`src/rtl/axi_chk_pkg.sv`:
```
// Shared definitions for the passive AXI4 protocol checker: rule indices,
// tracked-burst record and burst-type encoding.
package axi_chk_pkg;

  localparam int CHK_AW_STABLE = 0;
  localparam int CHK_W_STABLE  = 1;
  localparam int CHK_AR_STABLE = 2;
  localparam int CHK_R_STABLE  = 3;
  localparam int CHK_B_STABLE  = 4;
  localparam int CHK_WLAST     = 5;
  localparam int CHK_W_NO_AW   = 6;
  localparam int CHK_RLAST     = 7;
  localparam int CHK_R_ORDER   = 8;
  localparam int CHK_B_ORDER   = 9;
  localparam int CHK_OVERFLOW  = 10;
  localparam int NUM_CHECKS    = 11;

  // IDs are zero-extended into a fixed-width field so one record type serves any ID_W <= 16
  localparam int CHK_ID_MAX_W  = 16;

  typedef struct packed {
    logic [CHK_ID_MAX_W-1:0] id;
    logic [7:0]              len;
  } burst_t;

  typedef enum logic [1:0] {
    BURST_FIXED = 2'b00,
    BURST_INCR  = 2'b01,
    BURST_WRAP  = 2'b10
  } burst_e;

endpackage

```
`src/rtl/axi_chk_fifo.sv`:
```
// Synchronous FIFO of burst records used to track outstanding bursts.
// Push while full is accepted only when a pop frees a slot on the same edge.
module axi_chk_fifo
  import axi_chk_pkg::*;
#(
  parameter int DEPTH = 8
) (
  input  logic   clk,
  input  logic   rst,
  input  logic   push,
  input  burst_t push_data,
  input  logic   pop,
  output burst_t head,
  output logic   full,
  output logic   empty
);

  localparam int PTR_W = (DEPTH > 1) ? $clog2(DEPTH) : 1;
  localparam logic [PTR_W:0] FULL_CNT = DEPTH[PTR_W:0];

  logic [PTR_W-1:0] wr_ptr_q, wr_ptr_d, rd_ptr_q, rd_ptr_d;
  logic [PTR_W:0]   cnt_q, cnt_d;
  logic             do_push, do_pop;
  burst_t           mem_q [DEPTH];

  always_comb begin
    empty    = (cnt_q == '0);
    full     = (cnt_q == FULL_CNT);
    do_pop   = pop && !empty;
    do_push  = push && (!full || do_pop);
    wr_ptr_d = do_push ? wr_ptr_q + 1'b1 : wr_ptr_q;
    rd_ptr_d = do_pop  ? rd_ptr_q + 1'b1 : rd_ptr_q;
    cnt_d    = cnt_q;
    if (do_push && !do_pop) cnt_d = cnt_q + 1'b1;
    else if (do_pop && !do_push) cnt_d = cnt_q - 1'b1;
    head     = mem_q[rd_ptr_q];
  end

  always_ff @(posedge clk) begin
    if (rst) begin
      wr_ptr_q <= '0;
      rd_ptr_q <= '0;
      cnt_q    <= '0;
    end else begin
      wr_ptr_q <= wr_ptr_d;
      rd_ptr_q <= rd_ptr_d;
      cnt_q    <= cnt_d;
    end
  end

  always_ff @(posedge clk) begin
    if (do_push) mem_q[wr_ptr_q] <= push_data;
  end

endmodule

```
`config.mk`:
```
export PLATFORM = sky130hd
export DESIGN_NAME = axi_chk_fifo
export DESIGN_NICKNAME = d
export VERILOG_FILES = /design/src/rtl/axi_chk_pkg.sv /design/src/rtl/axi_chk_fifo.sv
export SDC_FILE = /design/constraint.sdc
export NUM_CORES = 1
export LEC_CHECK = 0
export CORE_MARGIN = 10
export CORE_UTILIZATION = 50
export DETAILED_ROUTE_END_ITERATION = 8
export GPL_ROUTABILITY_DRIVEN = 0
export HOLD_SLACK_MARGIN = 0.03
export PLACE_DENSITY_LB_ADDON = 0.08
export SLEW_MARGIN = 25
export SYNTH_ARGS = -nofsm -noshare
export SYNTH_HDL_FRONTEND = slang
export SYNTH_SLANG_ARGS = --single-unit
```
`constraint.sdc`:
```
create_clock -name clk -period 7 [get_ports clk]
set_input_delay 1.4 -clock clk [delete_from_list [all_inputs] [get_ports clk]]
set_output_delay 1.4 -clock clk [all_outputs]
set_load 0.05 [all_outputs]
```
==> key figures, run 1 <==
Outcome
  • Result of the run: complete, no violations

CTS
  • Worst-skew pair later-pin latency: 0.47 ns
  • Count of cells resized by post-cts repair: 0
  • Buffer count from post-CTS setup fixing: 0
  • Total CTS buffers: 21
  • Count of clock tree sinks: 205
  • Clock transition at the registers of the reported paths: 0.06 ns
  • Htree depth: 1
  • CTS tree: done
  • Clk buf depth: 3
  • CTS root buffer: sky130_fd_sc_hd__clkbuf_16
  • Post-CTS Hold Fix Bufs: 0

Final layout
  • Number of antenna repair diodes: 0
  • Share of post-route cells with drive strength above 1: 28.6%
  • Finished layout cell area: 9340 um^2
  • Final standard cell count with taps included and fillers excluded: 644
  • Number of fill cells: 1113
  • Core utilization of the finished layout: 61.0%
  • Number of nets in the layout: 456
  • Layout area overhead: 18.9%

Timing
  • Final clock period utilization by the worst path: 61.9%
  • Worst rel slew slack: 60.1%
  • Post-route setup slack: 2.67 ns
  • Worst Tran Pin Value: 0.592 ns
  • Final-layout worst hold slack: 0.530 ns
  • Final hold violation count: 0
  • Count of final max-slew check failures: 0
  • Highest achievable clock rate: 0.231 GHz
  • Worst clock skew: 0.00550 ns
  • Post-Route Setup TNS: 0 ns
  • Setup Viol. Count Final: 0
  • RSZ-0062 raised after global routing: false
  • Period minus WS final: 4.33 ns

Global routing
  • Initial antenna violation count: 0
  • Overall routing resource usage: 13.3%
  • Global-route wire length before repair: 22400 um
  • Number of global-route vias before repair: 3933
  • Grt total ovfl: 0
  • Pin count of the biggest net entering global routing: 49

Worst setup path
  • Worst Reg-to-Reg Cells: 10
  • Max FO, Critical Path: 33
  • Start-to-end type of the worst setup path: flop to output pin
  • Arrival @ worst endpoint: 2.93 ns
  • Startpoint type of the worst setup path: flop
  • Cell Chain, Critical Path: buf_16 > mux4_2 > mux2_2 > clkdlybuf4s50_1
  • CP Buf/Inv Count: 2
  • Largest delay share family, worst path: buffers and inverters
  • Endpoint required time on the critical path: 5.60 ns
  • Stage delay of the slowest cell on the critical path: 0.71 ns
  • Crit path capture type: output pin
  • Reg-to-reg endpoint: cnt_q[3]
  • Max stage delay cell, worst path: sky130_fd_sc_hd__clkdlybuf4s50_1
  • Startpoint of the lowest-slack register-to-register path: cnt_q[1]
  • Worst-case register-to-register setup slack: 3.99 ns

Yosys
  • Area share of the largest cell type after synthesis: 73.4%
  • Post-Synthesis Cells: 350
  • Most instantiated library cell after synthesis: sky130_fd_sc_hd__edfxtp_1
  • Register bit total from synthesis: 205
  • Yosys warnings: 0
  • Largest cells by area after synthesis: sky130_fd_sc_hd__edfxtp_1 (73%), sky130_fd_sc_hd__mux4_2 (14%), sky130_fd_sc_hd__mux2_2 (3.6%), sky130_fd_sc_hd__dfxtp_1 (3.3%), sky130_fd_sc_hd__ha_1 (0.80%)
  • List of most frequent post-synthesis cells: sky130_fd_sc_hd__edfxtp_1 (192), sky130_fd_sc_hd__mux4_2 (48), sky130_fd_sc_hd__mux2_2 (25)
  • Post-synthesis instance area: 7860 um^2
  • Mean post-synth cell area: 22.5 um^2
  • Area leader, netlist: sky130_fd_sc_hd__edfxtp_1
  • Post-synth EDFFs: 192
  • Post-Syn Nets: 384
  • Share of synthesized area occupied by flip-flops and latches: 76.7%
  • Primary FF master, synth: sky130_fd_sc_hd__edfxtp_1
  • Fraction of synthesis flops using an asynchronous set or reset pin: 0%
  • Post-synth cell types: 28

Placement
  • Worst slack, placed: 2.88 ns
  • Inst Count DP: 609
  • Cell area after placement: 8680 um^2
  • Number of buffers added on ports: 53
  • Placed wire-length estimate after detailed placement: 7830 um

Routing
  • Total wirelength of the detailed-routed design: 14100 um
  • First-pass detailed-route iteration total: 4
  • Avg WL per Cell: 22.0 um
  • Number of vias after detailed routing: 3581
  • Detailed-route DRC error count: 0
  • Number of nets with antenna violations after routing: 0
  • Starting DRT DRC Count: 212
  • Number of vias per cell: 5.56

Power and ir drop
  • Total power consumption of the routed design: 3.51 mW
  • Largest vdd supply drop: 0.183 mV
  • Power per standard cell area: 376 nW/um^2
  • Leakage component of the power: 2.95 nW

Floorplan
  • # IOs: 54
  • Chip height: 145 um
  • Die area: 21100 um^2
  • Initial core utilization: 51.3%
  • Number of placement rows: 45
  • Die Width: 145 um
  • Area inside the core boundary: 15300 um^2

Worst hold path
  • Hold path startpoint: rd_ptr_q[2]
  • Worst hold path cell count: 2
  • Type of the tightest min-delay check: flop to flop

Flow run
  • Maximum capacitance violations: 0
## area by class of cell
type / instances / area, um^2 / share of cell area, %
flip-flops and latches: 205 / 6030 / 64.6
repair buffers: 64 / 633 / 6.78
multi-input cells: 126 / 1770 / 18.9
well taps: 211 / 264 / 2.83
clock buffers: 25 / 541 / 5.79
inverters: 4 / 15.0 / 0.161
clock inverters: 9 / 90.1 / 0.965
## registers in the layout (all words and copies together), names as in the netlist, named ones only
| register | count |
|---|---|
| mem_q | 192 |
| cnt_q | 4 |
| rd_ptr_q | 3 |
| wr_ptr_q | 3 |
## metal layers
metal  GRT usage (%)  up-vias  wire length [um]  part of all wire (%)
met4            3.89        0               298                   2.1
met1            17.2     1892              6000                    42
met3            2.58       24               562                   4.0
met5               0        -                 0                     0
li1                -     1596                 -                     -
met2            22.5       69              7280                    52
## tightest hold or removal path: stages (launching register included)
cell	delay, ns
sky130_fd_sc_hd__dfxtp_1	0.32
sky130_fd_sc_hd__xnor2_1	0.12
sky130_fd_sc_hd__nor2_1	0.05
## worst max path at each step
stage | start | endpoint | slack (ns) | cells past startpoint
floorplan | pop | mem_q[0][0] | 2.74 | 2
global route | flop | head[1] | 2.52 | 4
detailed placement | flop | head[2] | 2.88 | 3
finish | flop | head[9] | 2.67 | 4
global placement | flop | head[9] | 2.87 | 3
CTS | flop | head[2] | 2.36 | 3
## placed cells by master, fill, tap and decap left out, types with 4 or more instances in the layout
cell type	count
sky130_fd_sc_hd__mux4_2	48
sky130_fd_sc_hd__nand2_1	4
sky130_fd_sc_hd__clkbuf_1	4
sky130_fd_sc_hd__clkinv_1	4
sky130_fd_sc_hd__ha_1	5
sky130_fd_sc_hd__nor3_2	4
sky130_fd_sc_hd__mux2_2	25
sky130_fd_sc_hd__edfxtp_1	192
sky130_fd_sc_hd__dfxtp_1	11
sky130_fd_sc_hd__buf_4	10
sky130_fd_sc_hd__clkdlybuf4s50_1	53
sky130_fd_sc_hd__nor2_1	13
sky130_fd_sc_hd__clkbuf_16	21
## where the power goes
part | leakage [nW] | switching (mW) | internal (mW)
Clock | 0.310 | 0.413 | 0.618
Combinational | 0.792 | 0.543 | 0.456
Sequential | 1.85 | 0.0646 | 1.41
Total | 2.95 | 1.02 | 2.49
## kinds of logic after synthesis
logic type / Yosys count / share of synthesized area, %
compound gates: 8 / 0.876
simple gates: 31 / 1.85
xor+xnor: 6 / 0.669
buf+inv: 19 / 1.27
fa+ha+maj: 6 / 1.05
mux: 75 / 17.6
flops: 205 / 76.7
(Power assumes the default switching activity.)
==> run 2, diff against run 1 <==
==> constraint.sdc (replaced) <==
create_clock -name clk -period 3.6 [get_ports clk]
set_input_delay 0.72 -clock clk [delete_from_list [all_inputs] [get_ports clk]]
set_output_delay 0.72 -clock clk [all_outputs]
set_load 0.05 [all_outputs]
==> key figures, run 2 (same netlist as run 1, synthesis figures left out) <==
Worst setup path
  • Startpoint of the lowest-slack register-to-register path: cnt_q[1]
  • Crit path capture type: output pin
  • Endpoint required time on the critical path: 2.88 ns (-2.72 ns)
  • Max FO, Critical Path: 15 (-55%)
  • Arrival @ worst endpoint: 2.76 ns (-0.17 ns)
  • Startpoint type of the worst setup path: flop
  • Start-to-end type of the worst setup path: flop to output pin

Floorplan
  • Number of placement rows: 45 (unchanged)
  • Chip height: 145 um (unchanged)
  • Initial core utilization: 51.3% (unchanged)
  • Die area: 21100 um^2 (unchanged)
  • Die Width: 145 um (unchanged)
  • # IOs: 54 (unchanged)
  • Area inside the core boundary: 15300 um^2 (unchanged)

CTS
  • Total CTS buffers: 22 (+4.8%)
  • Count of clock tree sinks: 205 (unchanged)
  • CTS root buffer: sky130_fd_sc_hd__clkbuf_16
  • Clock transition at the registers of the reported paths: 0.05 ns (about the same)
  • Post-CTS Hold Fix Bufs: 0 (unchanged)
  • Clk buf depth: 3 (unchanged)
  • Worst-skew pair later-pin latency: 0.49 ns (+0.02 ns)
  • Buffer count from post-CTS setup fixing: 0 (unchanged)
  • Htree depth: 1 (unchanged)
  • CTS tree: done

Power and ir drop
  • Power per standard cell area: 730 nW/um^2 (+94%)
  • Largest vdd supply drop: 0.822 mV (+350%)
  • Leakage component of the power: 3.18 nW (+7.7%)

Final layout
  • Final standard cell count with taps included and fillers excluded: 655 (+1.7%)
  • Leading cell type in the layout, fill and taps excluded: sky130_fd_sc_hd__edfxtp_1
  • Layout area overhead: 21.8%
  • Finished layout cell area: 9570 um^2 (+2.5%)
  • Leading cell types in the layout, fill and taps excluded: sky130_fd_sc_hd__edfxtp_1 (192), sky130_fd_sc_hd__mux4_2 (48), sky130_fd_sc_hd__clkdlybuf4s50_1 (36)
  • Regs by FF count: mem_q x192, cnt_q x4
  • Share of post-route cells with drive strength above 1: 30.4% (+1.8 points)
  • Number of nets in the layout: 463 (+1.5%)
  • Number of antenna repair diodes: 0 (unchanged)
  • Flip-flop count of the largest register, all copies and words added: 192 (unchanged)
  • Register ranked first by flip-flop count: mem_q
  • Core utilization of the finished layout: 62.5% (+1.5 points)

Placement
  • Placed wire-length estimate after detailed placement: 8500 um (+8.6%)
  • Inst Count DP: 616 (+1.1%)
  • Worst slack, placed: 0.431 ns (-2.45 ns)
  • Number of buffers added on ports: 53 (unchanged)
  • Cell area after placement: 8830 um^2 (+1.8%)

Global routing
  • Met3 GRT Util: 2.64% (+0.062 points)
  • Initial antenna violation count: 0 (unchanged)
  • Grt total ovfl: 0 (unchanged)
  • Global-route wire length before repair: 22700 um (+1.6%)
  • Pin count of the biggest net entering global routing: 49 (unchanged)
  • Met2 Resource Use GR: 22.0% (-0.53 points)
  • Number of global-route vias before repair: 3934 (+0.025%)
  • Layer carrying the most global-route usage: met2
  • Overall routing resource usage: 13.6% (+0.27 points)
  • GRT met1 Usage: 18.5% (+1.3 points)

Timing
  • Final hold violation count: 0 (unchanged)
  • Post-route setup slack: 0.123 ns (-2.54 ns)
  • Worst Tran Pin Value: 0.573 ns (-0.0187 ns)
  • Final clock period utilization by the worst path: 96.6%
  • Worst clock skew: 0.0179 ns (+0.0124 ns)
  • Period minus WS final: 3.48 ns
  • Count of final max-slew check failures: 0 (unchanged)
  • RSZ-0062 raised after global routing: false
  • Post-Route Setup TNS: 0 ns (unchanged)
  • Highest achievable clock rate: 0.288 GHz
  • Setup Viol. Count Final: 0 (unchanged)
  • Worst rel slew slack: 61.4% (+1.3 points)

Routing
  • Number of vias after detailed routing: 3620 (+1.1%)
  • First-pass detailed-route iteration total: 4 (unchanged)
  • Number of nets with antenna violations after routing: 0 (unchanged)
  • Total wirelength of the detailed-routed design: 14400 um (+1.9%)
  • Starting DRT DRC Count: 159 (-25%)
  • Detailed-route DRC error count: 0 (unchanged)
  • Number of vias per cell: 5.53 (-0.61%)
  • Avg WL per Cell: 22.0 um (+0.19%)

Worst hold path
  • Hold path startpoint: rd_ptr_q[2]
  • Type of the tightest min-delay check: flop to flop

Outcome
  • Result of the run: complete, no violations

Flow run
  • Maximum capacitance violations: 0 (unchanged)
-- run 2: cell count changes in the layout (fill, tap and decap cells not counted), moves of 2 or more --
cell | previous run | this run
sky130_fd_sc_hd__buf_12 | 0 | 8
sky130_fd_sc_hd__clkdlybuf4s50_1 | 53 | 36
sky130_fd_sc_hd__clkbuf_16 | 21 | 23
sky130_fd_sc_hd__dlymetal6s2s_1 | 0 | 16
-- run 2: layout make-up --
type,instances,area [um^2]
inverters,4,15.0
repair buffers,70,797
multi-input cells,126,1770
flip-flops and latches,205,6030
clock buffers,27,591
clock inverters,12,111
fillers,1096,5740
well taps,211,264
-- run 2: report_power, final --
part / leakage (nW) / internal (mW) / switching [mW]
Sequential: 1.85 / 2.75 / 0.117
Clock: 0.343 / 1.31 / 0.841
Combinational: 0.987 / 0.908 / 1.07
Total: 3.18 / 4.96 / 2.03
-- run 2: routing by layer --
layer	share of wire, %	up-vias
met2	49	92
met4	2.1	0
met5	0	-
li1	-	1612
met3	4.3	26
met1	45	1890
-- run 2: final timing paths --
kind                  to  cells after the start  slack, ns
max reg2reg     cnt_q[3]                     10       0.71
min reg2reg  rd_ptr_q[2]                      2       0.53
min          rd_ptr_q[2]                      2       0.53
max             head[18]                      4       0.12
-- run 2: what timing repair did --
action / in CTS / in global routing
gates cloned: 0 / 0
setup endpoints to repair: 1 / 16
resized for setup: 1 / 16
-- run 2: worst max-delay path, stage by stage (launching register included) --
cell                              delay [ns]
sky130_fd_sc_hd__dfxtp_4                0.57
sky130_fd_sc_hd__buf_12                 0.22
sky130_fd_sc_hd__mux4_2                 0.51
sky130_fd_sc_hd__mux2_2                 0.27
sky130_fd_sc_hd__clkdlybuf4s50_1        0.70
-- run 2: through the flow --
step / power (mW) / hold slack (ns)
after floorplan: 4.35 / 0.490
after global placement: 4.94 / 0.514
after detailed placement: 4.95 / 0.522
after CTS: 7.10 / 0.535
after global routing: 7.31 / 0.570
final: 6.99 / 0.533
==> run 3, diff against run 2 <==
--- a/config.mk
+++ b/config.mk
@@ -11,6 +11,7 @@
 export GPL_ROUTABILITY_DRIVEN = 0
 export HOLD_SLACK_MARGIN = 0.03
 export PLACE_DENSITY_LB_ADDON = 0.08
+export SKIP_CTS_REPAIR_TIMING = 1
 export SLEW_MARGIN = 25
 export SYNTH_ARGS = -nofsm -noshare
 export SYNTH_HDL_FRONTEND = slang
==> key figures, run 3 (same netlist as run 1, synthesis figures left out) <==
Placement
  • Number of buffers added on ports: 53 (unchanged)
  • Placed wire-length estimate after detailed placement: 8500 um (unchanged)
  • Worst slack, placed: 0.431 ns (unchanged)
  • Cell area after placement: 8830 um^2 (unchanged)

Final layout
  • Regs by FF count: mem_q x192, cnt_q x4
  • Register ranked first by flip-flop count: mem_q
  • Flip-flop count of the largest register, all copies and words added: 192 (unchanged)
  • Layout area overhead: 21.9% (about the same)
  • Share of post-route cells with drive strength above 1: 30.4% (unchanged)
  • Number of nets in the layout: 463 (unchanged)
  • Leading cell type in the layout, fill and taps excluded: sky130_fd_sc_hd__edfxtp_1
  • Finished layout cell area: 9580 um^2 (about the same)
  • Core utilization of the finished layout: 62.5% (about the same)
  • Number of antenna repair diodes: 0 (unchanged)
  • Leading cell types in the layout, fill and taps excluded: sky130_fd_sc_hd__edfxtp_1 (192), sky130_fd_sc_hd__mux4_2 (48), sky130_fd_sc_hd__clkdlybuf4s50_1 (36)

Worst setup path
  • Max FO, Critical Path: 15 (unchanged)
  • Endpoint required time on the critical path: 2.88 ns (about the same)
  • Startpoint of the lowest-slack register-to-register path: cnt_q[1]
  • Reg-to-reg endpoint: cnt_q[3]
  • Arrival @ worst endpoint: 2.76 ns (about the same)
  • Cell Chain, Critical Path: buf_12 > mux4_2 > mux2_2 > clkdlybuf4s50_1
  • Max stage delay cell, worst path: sky130_fd_sc_hd__clkdlybuf4s50_1
  • Stage delay of the slowest cell on the critical path: 0.70 ns (about the same)
  • Start-to-end type of the worst setup path: flop to output pin
  • Worst-case register-to-register setup slack: 0.71 ns (about the same)
  • Worst Reg-to-Reg Cells: 10 (unchanged)
  • Startpoint type of the worst setup path: flop
  • Crit path capture type: output pin

CTS
  • Total CTS buffers: 22 (unchanged)
  • CTS root buffer: sky130_fd_sc_hd__clkbuf_16
  • Clk buf depth: 3 (unchanged)
  • Htree depth: 1 (unchanged)
  • Count of clock tree sinks: 205 (unchanged)
  • Clock transition at the registers of the reported paths: 0.05 ns (about the same)
  • CTS tree: done
  • Worst-skew pair later-pin latency: 0.49 ns (about the same)

Power and ir drop
  • Share of power burned in registers: 41.0% (about the same)
  • Largest vdd supply drop: 0.822 mV (about the same)
  • Power per standard cell area: 730 nW/um^2 (about the same)
  • Internal Pwr Total: 4.97 mW (about the same)
  • Clock power share: 30.7% (about the same)
  • Combinational share of power: 28.4% (about the same)
  • Switching share of total power: 29.0% (about the same)
  • Net Sw Power: 2.03 mW (about the same)
  • Leakage component of the power: 3.19 nW (+0.24%)

Global routing
  • Met3 GRT Util: 2.64% (unchanged)
  • Grt total ovfl: 0 (unchanged)
  • Met2 Resource Use GR: 22.0% (unchanged)
  • GRT met1 Usage: 18.5% (+0.021 points)
  • Global-route wire length before repair: 22700 um (about the same)
  • Pin count of the biggest net entering global routing: 49 (unchanged)
  • Initial antenna violation count: 0 (unchanged)
  • Overall routing resource usage: 13.6% (about the same)
  • Layer carrying the most global-route usage: met2
  • Number of global-route vias before repair: 3935 (+0.025%)

Timing
  • Setup Viol. Count Final: 0 (unchanged)
  • RSZ-0062 raised after global routing: false
  • Final hold violation count: 0 (unchanged)
  • Worst clock skew: 0.0179 ns (+0.00000100 ns)
  • Worst Tran Pin Value: 0.573 ns (unchanged)
  • Final clock period utilization by the worst path: 96.6% (about the same)
  • Count of final max-slew check failures: 0 (unchanged)
  • Worst rel slew slack: 61.4% (unchanged)
  • Period minus WS final: 3.48 ns (-0.0000360 ns)
  • Post-route setup slack: 0.123 ns (+0.0000360 ns)
  • Highest achievable clock rate: 0.288 GHz (about the same)

Floorplan
  • Initial core utilization: 51.3% (unchanged)
  • # IOs: 54 (unchanged)
  • Die Width: 145 um (unchanged)
  • Chip height: 145 um (unchanged)
  • Number of placement rows: 45 (unchanged)
  • Die area: 21100 um^2 (unchanged)
  • Area inside the core boundary: 15300 um^2 (unchanged)

Routing
  • Total wirelength of the detailed-routed design: 14400 um (about the same)
  • Number of nets with antenna violations after routing: 0 (unchanged)
  • First-pass detailed-route iteration total: 4 (unchanged)
  • Avg WL per Cell: 22.0 um (about the same)
  • Number of vias per cell: 5.52 (about the same)
  • Number of vias after detailed routing: 3617 (-0.083%)
  • Starting DRT DRC Count: 159 (unchanged)
  • Detailed-route DRC error count: 0 (unchanged)

Flow run
  • Maximum capacitance violations: 0 (unchanged)

Worst hold path
  • Worst Hold Path EP: rd_ptr_q[2]
  • Worst hold path cell count: 2 (unchanged)
  • Hold path startpoint: rd_ptr_q[2]
  • Type of the tightest min-delay check: flop to flop

Outcome
  • Result of the run: complete, no violations
## run 3: area by class of cell
cell class	instances	area (um^2)
Fill cell	1096	5740
Timing Repair Buffer	70	801
Clock buffer	27	591
Tap cell	211	264
Inverter	4	15.0
Sequential cell	205	6030
Clock inverter	12	111
Multi-Input combinational cell	126	1770
## run 3: metrics by stage
step	setup TNS (ns)	std cells	power, mW	hold slack [ns]
floorplan	0	350	4.35	0.490
global placement	0	616	4.94	0.514
detailed placement	0	616	4.95	0.522
CTS	-0.000781	655	7.10	0.535
global route	0	655	7.31	0.570
finish	0	655	7.00	0.533
## run 3: worst max-delay path: cells and delay by family (launching register included)
family                 cells  cell delay [ns]
buffers and inverters      2             0.92
multiplexers               2             0.78
flip-flops                 1             0.57
## run 3: power groups by stage
| stage | Sequential [mW] | Combinational [mW] | Clock (mW) |
|---|---|---|---|
| 2_1_floorplan | 2.85 | 1.51 | 0 |
| 3_3_place_gp | 2.91 | 2.02 | 0 |
| 3_5_place_dp | 2.92 | 2.03 | 0 |
| 4_1_cts | 2.87 | 2.04 | 2.19 |
| 5_1_grt | 2.89 | 2.11 | 2.32 |
| 6_report | 2.87 | 1.98 | 2.15 |
## run 3: how the worst max path moves through the flow
stage,startpoint,endpoint
after CTS,flop,head[10]
after detailed placement,pop,cnt_q[3]
after global placement,pop,cnt_q[3]
after global routing,flop,head[20]
final,flop,head[18]
after floorplan,pop,mem_q[0][0]
## run 3: routing by layer
| metal | part of all wire, % | vias to the layer above |
|---|---|---|
| met5 | 0 | - |
| met4 | 2.1 | 0 |
| met3 | 4.3 | 26 |
| met2 | 49 | 92 |
| met1 | 45 | 1887 |
| li1 | - | 1612 |
==> edit, RTL diff (config.mk and constraints of run 3) <==
Set the parameter `DEPTH` to 4 (it was 8).
--- a/src/rtl/axi_chk_fifo.sv
+++ b/src/rtl/axi_chk_fifo.sv
@@ -5,3 +5,3 @@
 #(
-  parameter int DEPTH = 8
+  parameter int DEPTH = 4
 ) (
Behaviour: not the same (Yosys sat finds a counterexample within 10 cycles, from zero or initial values and one cycle with rst high).
==> edit against run 3 <==
- sequential cell count fell by 100
- critical path depth fell by 1
- synthesized area fell by 50%
- power fell by 48%
- cell area fell by 50%
- routed wire length fell by 52%
- setup slack improved by 0.24 ns
- die area fell by 44%
==> edit: results (changes against run 3) <==
Logic synthesis
  • Synth cell count leaders: edfxtp_1, mux4_2, dfxtp_1
  • Synth area leaders: edfxtp_1, mux4_2, dfxtp_1
  • Synthesis warning total: 0 (unchanged)
  • Count of cell types in the netlist: 23 (-18%)
  • Main synth FF type: edfxtp_1
  • Synth Instances: 174 (-50%)
  • EDFF count, synth: 96 (-50%)
  • Yosys top cell area share: 72.91% (-0.46 points)
  • Syn nets: 208 (-46%)
  • Seq/Total Area, Yosys: 77.47% (+0.78 points)
  • Fraction of registers with async set or reset after synthesis: 0% (unchanged)

GRT
  • Vias in the first global route: 2084 (-47%)
  • Total track usage: 12.17% (-1.4 points)
  • Largest net degree at the start of global routing: 25 (-49%)
  • First-pass GRT wire length: 10820 um (-52%)

Power and ir drop
  • Sequential power: 0.00155 W (-46%)
  • Max VDD drop: 0.3610 mV (-56%)
  • Combinational power: 0.00123 W (-38%)
  • Switching pwr: 0.001210 W (-40%)
  • Pleak: 1.570 nW (-51%)
  • Switching part of the total: 33.37% (+4.4 points)

Placed design
  • Cells after DPL: 325 (-47%)
  • DP Worst Slack: 0.4928 ns (+0.06160 ns)
  • IO Port Bufs: 53 (unchanged)
  • DP Area: 4584 sq um (-48%)
  • Post-DP HPWL: 4459 um (-48%)

Setup path
  • Reg-to-Reg Start: cnt_q[0]$_SDFFE_PP0P_
  • Critical path's top delay family: buffers and inverters
  • R2R setup slack: 1.21 ns (+0.50 ns)
  • Worst-case reg-to-reg path depth: 8 (-2)
  • Crit-path slowest cell: clkdlybuf4s50_1
  • Slowest Stage Delay on Critical Path: 0.72 ns (+0.02 ns)
  • Worst R2R End: cnt_q[2]$_SDFFE_PP0P_
  • CP max FO: 14 (-1)

STA
  • Worst-Margin Slew: 0.7082 ns (+0.1348 ns)
  • Fin Clk Skew: 0.01023 ns (-0.007631 ns)
  • Peak Freq: 308.5 MHz (+7.3%)
  • Hold WS: 0.5319 ns (-0.001439 ns)

Drt
  • Via/cell ratio: 5.279 (-4.4%)
  • Wire per inst: 20.13 um (-8.5%)
  • Initial DRC count: 50 (-69%)

Min path
  • Hold Path Depth: 2 (unchanged)
  • Worst min-delay path startpoint: rd_ptr_q[1]$_SDFFE_PP0N_

Final layout
  • Post-Layout Cell Count: 341 (-48%)
  • Reg area: 3064 sq um (-49%)
  • Nets: 268 (-42%)
  • Fill cell count: 551 (-50%)
  • Share of layout cells above drive strength 1: 21.76% (-8.6 points)
  • Largest regs: mem_q (96), cnt_q (3)

Clock network
  • Clock latency on the worst-skew pair: 0.35 ns (-0.14 ns)
  • CTS H-tree depth: 3 (+2)
  • Clock Tree Root: clkbuf_8
  • Clock slew at reported path FFs: 0.09 ns (+0.04 ns)
  • Clock Path Buffers: 2 (-1)
  • Num CTS Buffers: 9 (-59%)

Run status
  • Status: completed
==> edit: cell types whose count changed after synthesis, sizes merged, moves of 5 or more <==
cell	delta
clkbuf	-5
edfxtp	-96
mux2	-24
mux4	-24
nor2	-9
==> edit: worst max-delay path by stage <==
stage / from / endpoint / cells past startpoint
after floorplan: cnt_q[1]$_SDFFE_PP0P_ / cnt_q[2]$_SDFFE_PP0P_ / 8
after global placement: pop / cnt_q[2]$_SDFFE_PP0P_ / 9
after detailed placement: pop / cnt_q[2]$_SDFFE_PP0P_ / 9
after CTS: register / head[23] / 3
after global routing: register / head[19] / 3
final: register / head[14] / 3
==> edit: cells by family (layout without fill, tap and decap cells) <==
family	count (synthesis)	in the layout	share of synthesized area (%)
AOI/OAI and AO/OA	5	5	0.9492
buffers and inverters	11	76	1.677
DFF	105	105	77.47
xor gates and xnor gates	4	4	0.8860
and+or+nand+nor	16	16	2.373
adders and majority gates	6	6	2.089
muxes	27	27	14.56
==> edit: layer usage <==
| layer | track usage (%) | part of all wire (%) | up-vias |
|---|---|---|---|
| met5 | 0 | 0 | - |
| met4 | 4.237 | 1.1 | 0 |
| met3 | 3.835 | 5.3 | 8 |
| met2 | 20.65 | 52 | 41 |
| met1 | 14.33 | 41 | 928 |
| li1 | - | - | 823 |
==> edit: cell type report <==
cell class / count / area share (%)
Clock inverter: 7 / 2.412
Multi-Input combinational cell: 58 / 17.09
Timing Repair Buffer: 56 / 11.46
Clock buffer: 9 / 2.567
Inverter: 4 / 0.3112
Sequential cell: 105 / 63.51
Tap cell: 102 / 2.645
==> edit: worst register-to-register path, cell delays in order (launching register included) <==
cell and delay (ns):
dfxtp_1 0.49, nor3b_2 0.10, a21boi_2 0.30, ha_1 0.24
inv_1 0.06, fa_1 0.39, xor2_1 0.17, or3_2 0.42
a21oi_1 0.16
